File: config.mk
export PLATFORM = sky130hd
export DESIGN_NAME = esp_uart_tx_fifo
export DESIGN_NICKNAME = d
export VERILOG_FILES = /design/src/rtl/esp_uart_tx_fifo.sv
export SDC_FILE = /design/constraint.sdc
export NUM_CORES = 1
export LEC_CHECK = 0
export ABC_AREA = 1
export CORE_MARGIN = 5
export CORE_UTILIZATION = 45
export DETAILED_ROUTE_END_ITERATION = 10
export PLACE_DENSITY = 0.66
export RECOVER_POWER = 25
export SYNTH_ARGS = -nofsm -noshare
export SYNTH_HDL_FRONTEND = slang
export SYNTH_SLANG_ARGS = --single-unit
File: constraint.sdc
create_clock -name clk -period 5.7 [get_ports clk]
set_input_delay 1.425 -clock clk [delete_from_list [all_inputs] [get_ports clk]]
set_output_delay 1.425 -clock clk [all_outputs]
set_load 0.02 [all_outputs]
File: src/rtl/esp_uart_tx_fifo.sv
// Purpose: in-order transmit buffer of bytes and break requests feeding esp_uart_tx.
// Latency: an entry written to an empty, idle block is strobed out two edges after the write.
// Backpressure: a write to a full FIFO is dropped (sets sticky overflow) unless a pop happens the same cycle;
//               entries are issued only while tx_busy is low.
//
// Ports:
//   clk, rst                  clock, asynchronous active-high reset
//   wr_data/wr_en/wr_break    enqueue a byte, or a break entry (break has priority)
//   overflow_clr              clears the sticky overflow flag
//   fifo_count/empty/full     fill level status
//   overflow                  sticky: a write was dropped
//   idle                      nothing queued, nothing being issued, transmitter not busy
//   tx_data/tx_valid/tx_break one-cycle start strobes towards esp_uart_tx
//   tx_busy                   transmitter busy indication from esp_uart_tx
module esp_uart_tx_fifo #(
    parameter int DEPTH_LOG2 = 5
) (
    input  logic                  clk,
    input  logic                  rst,
    input  logic [7:0]            wr_data,
    input  logic                  wr_en,
    input  logic                  wr_break,
    input  logic                  overflow_clr,
    output logic [DEPTH_LOG2:0]   fifo_count,
    output logic                  fifo_empty,
    output logic                  fifo_full,
    output logic                  overflow,
    output logic                  idle,
    output logic [7:0]            tx_data,
    output logic                  tx_valid,
    output logic                  tx_break,
    input  logic                  tx_busy
);

    localparam int DEPTH = 1 << DEPTH_LOG2;
    localparam logic [DEPTH_LOG2:0] FULL_COUNT = (DEPTH_LOG2 + 1)'(DEPTH);

    localparam logic [1:0] S_IDLE  = 2'd0;
    localparam logic [1:0] S_ISSUE = 2'd1;
    localparam logic [1:0] S_HOLD  = 2'd2;
    localparam logic [1:0] S_WAIT  = 2'd3;

    // Entry format: bit 8 = break marker, bits 7:0 = data byte.
    logic [8:0]            mem [DEPTH];
    logic [DEPTH_LOG2-1:0] wr_ptr;
    logic [DEPTH_LOG2-1:0] rd_ptr;
    logic [1:0]            state;

    logic       wr_req;
    logic       pop;
    logic       wr_accept;
    logic       wr_drop;
    logic [8:0] wr_entry;
    logic [8:0] head;

    assign head       = mem[rd_ptr];
    assign fifo_empty = (fifo_count == '0);
    assign fifo_full  = (fifo_count == FULL_COUNT);
    assign idle       = fifo_empty && (state == S_IDLE) && !tx_busy;

    assign wr_req   = wr_en | wr_break;
    assign wr_entry = wr_break ? 9'h100 : {1'b0, wr_data};
    assign pop      = (state == S_IDLE) && !fifo_empty && !tx_busy;
    // When full, the slot being popped this cycle is the one written: the head
    // is read combinationally before the edge, so reusing it is safe.
    assign wr_accept = wr_req && (!fifo_full || pop);
    assign wr_drop   = wr_req && !wr_accept;

    always_ff @(posedge clk) begin
        if (wr_accept) begin
            mem[wr_ptr] <= wr_entry;
        end
    end

    always_ff @(posedge clk or posedge rst) begin
        if (rst) begin
            wr_ptr     <= '0;
            rd_ptr     <= '0;
            fifo_count <= '0;
            overflow   <= 1'b0;
            state      <= S_IDLE;
            tx_valid   <= 1'b0;
            tx_break   <= 1'b0;
            tx_data    <= 8'h00;
        end else begin
            if (wr_accept) begin
                wr_ptr <= wr_ptr + 1'b1;
            end
            if (pop) begin
                rd_ptr <= rd_ptr + 1'b1;
            end

            case ({wr_accept, pop})
                2'b10:   fifo_count <= fifo_count + 1'b1;
                2'b01:   fifo_count <= fifo_count - 1'b1;
                default: fifo_count <= fifo_count;
            endcase

            // A drop in the same cycle as a clear keeps the flag set.
            if (wr_drop) begin
                overflow <= 1'b1;
            end else if (overflow_clr) begin
                overflow <= 1'b0;
            end

            // Strobes default low so they last exactly the ISSUE cycle.
            tx_valid <= 1'b0;
            tx_break <= 1'b0;

            case (state)
                S_IDLE: begin
                    if (pop) begin
                        tx_valid <= !head[8];
                        tx_break <= head[8];
                        tx_data  <= head[8] ? 8'h00 : head[7:0];
                        state    <= S_ISSUE;
                    end
                end
                S_ISSUE: state <= S_HOLD;
                // tx_busy is not yet valid for this transfer; skip one cycle.
                S_HOLD:  state <= S_WAIT;
                S_WAIT: begin
                    if (!tx_busy) begin
                        state <= S_IDLE;
                    end
                end
                default: state <= S_IDLE;
            endcase
        end
    end

endmodule

Yosys cells after proc, flatten, opt, wreduce, memory -nomap -nowiden
Memory sizes are Yosys's and may differ from the RTL's.
Cells that the tools add are included.
{"block": "totals", "ff_bits": 29, "ramBits": 288, "inputBits": 14, "output_inout_bits": 20, "elab_cells": 54, "memories": 1}
{"name": "mem", "depth": 32, "width": 9, "rd": 1, "rd_clocked_by_memory_dff": 0, "wr": 1, "line": "44", "rtl": "logic [8:0] mem [DEPTH];"}
{"block": "op_classes", "add_sub_neg": 4, "eq_ne": 8, "n_mux": 14, "bitwise_logic": 1, "reduce_logical": 18}
{"op": "case mux 6 bit (2 select lines)", "n": 1}
{"op": "adder 5 x 1 -> 5 bit (second input constant)", "n": 2}
{"op": "2-to-1 mux 9 bit", "n": 1}
{"op": "2-to-1 mux 1 bit", "n": 8}
{"op": "2-to-1 mux 8 bit", "n": 1}
{"op": "case mux 2 bit (4 select lines)", "n": 1}
{"op": "adder 6 x 1 -> 6 bit (second input constant)", "n": 1}
{"op": "equality test 2 bit (second input constant)", "n": 3}
{"op": "equality test 6 bit (second input constant)", "n": 1}
{"op": "logical AND 1 bit", "n": 6}
{"op": "logical NOT 6 bit", "n": 1}
{"op": "subtractor 6 x 1 -> 6 bit (second input constant)", "n": 1}
{"op": "logical NOT 1 bit", "n": 5}
{"op": "equality test 2 x 1 -> 1 bit (second input constant)", "n": 2}
{"op": "2-to-1 mux 2 bit", "n": 2}
{"op": "!= test 2 bit (second input constant)", "n": 2}
{"op": "AND reduction 2 bit", "n": 2}
{"op": "nonzero test 2 bit", "n": 2}
{"op": "logical NOT 2 bit", "n": 1}
{"op": "logical OR 1 bit", "n": 1}
{"op": "OR 1 bit", "n": 1}

Depth between registers and ports, before layout
{"block": "logic_depth", "word_depth": 9, "depth_mapped": 19, "depth_no_buf": 19}

Worst setup path after synthesis
No wires, ideal clock.
{"block": "synth_path", "path_kind": "in2out", "startpoint": "in tx_busy", "endpoint": "out idle", "arrival_time_ns": 1.909, "required_ns": 4.275, "setup_slack_ns": 2.366, "cell_stages": 3, "n_path_buf": 0, "cell_sequence": "nor2_1 -> inv_1 -> nor2_1"}
{"block": "synth_between", "elab_chain_len": 2}
{"element": "start, declared", "line": "32", "rtl": "input logic tx_busy"}
{"element": "logical NOT 1 bit"}
{"element": "logical AND 1 bit", "line": "59", "rtl": "assign idle = fifo_empty && (state == S_IDLE) && !tx_busy;"}
{"element": "end, declared", "line": "28", "rtl": "output logic idle,"}
No other way between the ends.

Worst setup path after layout
{"block": "layout_path", "startpoint": "in wr_break", "endpoint": "mem mem[18][5] (data pin)"}
{"block": "layout_between", "elab_chain_len": 1}
{"element": "start, declared", "line": "22", "rtl": "input logic wr_break,"}
{"element": "2-to-1 mux 9 bit", "line": "62", "rtl": "assign wr_entry = wr_break ? 9'h100 : {1'b0, wr_data};"}
{"element": "net wr_entry[5]", "line": "53", "rtl": "logic [8:0] wr_entry;"}
{"element": "end, declared", "line": "44"}
The timed path passes the listed nets, and every way through them passes these cells.

==> out/results.txt <==
Compound-Gate Fraction of Synth Area: 1.93%
Mux cell area share after synthesis: 0%
Worst path cell trace: clkbuf_1, clkbuf_1, nor2_2, clkbuf_1
Status: finished with violations
Maximum vdd ir drop: 0.451 mV
Delay-heaviest family, CP: buffers and inverters
Synthesized cell area: 13,900 um2
GRT met3 Usage: 3.60%
Antenna diodes: 0
Antenna violations before repair: 0
Worst slew margin: -71.1%
Synth-to-Final Area Change: 12.4%
Power, Total: 7.90 mW
Initial Utilization: 45.4%
Met1 usage: 26.8%
CP Launch Type: input port
Die ar.: 34,400 um2
Crit path buf inv count: 3
Syn Inst Count: 1,352
Synth Area in Adders: 1.32%
Rows: 64
Most used routing layer in global routing: met2
Final antenna-violating net count: 0
Hold Path Class: register to register
P_leak: 6.45 nW
End point of the critical path: mem[18][5]
Delay of the slowest cell on the worst path: 1.86 ns
Distinct cells, synth: 28
Clk_lat worst skew: 0.51 ns
Top post-synthesis cells by area: edfxtp_1 62%, nand2_1 12%, nand3_1 5.8%
I/O pins: 34
CTS Buf Count: 34
R2R cell count: 11
Vias/cell: 5.12
Post-CTS setup buffers: 0
Root Driver: clkbuf_16
Critical path type: input port to register
RSZ-0062 raised after global routing: no
Register area share after synthesis: 67.6%
Pre-Repair DR Iteration Count: 5
Worst-path clk slew: 0.05 ns
GP Congestion: 0.830
Tot GR Track Use: 19.2%
Final min period: 4.59 ns
GR Overflow Total: 0
Hold_buf cts: 0
CTS tree: done
Share of cells above drive strength 1: 5.01%
Core Footprint: 30,500 um2
Die Y: 186 um
CP Depth: 4
Total clock sinks: 317
Routed WL per cell: 18.2 um
Slew @ Worst Pin: 2.57 ns
Required @ worst endpoint: 5.62 ns
Final hold vios: 0
Clock tree buffer depth: 3
Syn_area_per_cell: 10.3 um2
Max Cap Violations: 6
Die X: 186 um
Final HPWL DP: 19,500 um
DRC viols: 0
Post-synthesis xor/xnor area fraction: 0.695%
First-pass GRT wire length: 50,400 um
R2R Path End: tx_data[6]
PortBufs: 33
R2R setup slack: 2.47 ns
Final setup vio count: 0
Critical path capture point type: register
Pin count of the biggest net entering global routing: 99
Most common library cell in the layout ignoring fill and taps: nand2_1
Final Instance Area: 15,600 um2
Main combinational cell family by area after synthesis: simple AND/OR/NAND/NOR gates
H-tree depth: 2
Period utilisation layout: 80.6%
Vias post-DR: 9,187
GR met2 Demand/Resource: 31.1%
Final Skew: 0.0113 ns
Post_cts resized: 0
Pins over their slew limit: 203
Failing checks: max-capacitance violations, max-slew violations
Slowest-stage cell, CP: clkbuf_1
Most frequent CP cell: clkbuf_1
Vias in the first global route: 8,958
Post-DP Area: 14,500 um2
Post-synthesis simple-gate area fraction: 21.5%
Syn_nets: 1,380
Max Clock Freq: 218 MHz
Hold path cells: 2
Synth Register Bits: 317
Yosys warnings: 0
Drt initial violations: 917
Synth area leader: edfxtp_1
CP Max Fanout: 40
Crit path launch: wr_break
Most frequent cells in the layout: 444 x nand2_1, 288 x edfxtp_1, 161 x inv_1, 161 x nand3_1, 112 x nor2_1
R2r startpoint: rd_ptr[1]
Worst Path Arrival: 4.51 ns
DRT Wirelength: 32,700 um
Setup TNS: 0 ns
Fin nets: 1,402
Power per cell area: 507 nW/um2
Top-area cell type share of the netlist area: 62.4%
Post-Route Utilization: 51.1%
synthesized netlist by cell type:
library cell  number
nand2_1          443
edfxtp_1         288
inv_1            161
nand3_1          161
nor2_1           120
buf_2             31
dfrtp_1           29
o21ai_0           25
a21oi_1           16
clkbuf_1          14
ha_1              13
buf_4             11
xor2_1             9
o21ai_1            8
buf_6              5
nand4_1            3
clkinv_1           2
nand2_2            2
xnor2_1            2
a22oi_1            1
fa_1               1
inv_2              1
inv_4              1
nand2_4            1
nor2_2             1
o211ai_1           1
o21bai_1           1
or2_2              1
report_power, final:
part           switching [mW]  internal (mW)
clock                   0.847           1.36
combinational            1.91          0.775
sequential              0.172           2.83
state kept, by name, summed over array words and instances, names as in the netlist:
name,flops
mem,288
tx_valid,1
fifo_count,6
rd_ptr,5
wr_ptr,5
tx_data,8
overflow,1
state,2
tx_break,1
kinds of logic (layout without fill, tap and decap cells):
group | count (synthesis) | after routing
AO/OA/AOI/OAI | 52 | 52
XOR/XNOR | 11 | 11
adder cells (fa/ha/maj) | 14 | 14
buffers and inverters | 226 | 271
flip-flops | 317 | 317
AND/OR/NAND/NOR | 732 | 732
worst reg2reg max path, delay by kind of cell, from the launching register on:
kind            cells  cell delay [ns]
flops               1             0.34
compound gates      1             0.07
buf+inv             3             1.75
simple gates        7             0.95
layout make-up:
| cell class | instances | area [um2] |
|---|---|---|
| Timing Repair Buffer | 47 | 403 |
| Multi-Input combinational cell | 809 | 3550 |
| Inverter | 165 | 622 |
| Sequential cell | 317 | 9380 |
| Clock buffer | 48 | 1010 |
| Tap cell | 396 | 495 |
| Fill cell | 2623 | 14900 |
| Clock inverter | 11 | 131 |
routing by layer:
layer / wire length (um) / up-vias
met5: 0 / -
met4: 842 / 0
met3: 2230 / 59
met2: 15400 / 319
met1: 14200 / 4369
li1: - / 4440
through the flow:
step / hold slack, ns / setup WS [ns] / std cells
after global routing: 0.506 / 0.975 / 1793
after global placement: 0.468 / 1.47 / 1734
after detailed placement: 0.474 / 1.49 / 1734
after floorplan: 0.550 / 2.37 / 1352
after CTS: 0.489 / 1.47 / 1793
final: 0.480 / 1.11 / 1793
how the worst min path moves through the flow:
stage / start / end / slack [ns]
final: tx_data[5] / tx_data[5] / 0.48
after detailed placement: tx_data[5] / tx_data[5] / 0.47
after global placement: tx_data[6] / tx_data[6] / 0.47
after floorplan: wr_ptr[4] / wr_ptr[4] / 0.55
after CTS: tx_data[5] / tx_data[5] / 0.49
after global routing: tx_data[5] / tx_data[5] / 0.51
(Power assumes the default switching activity.)
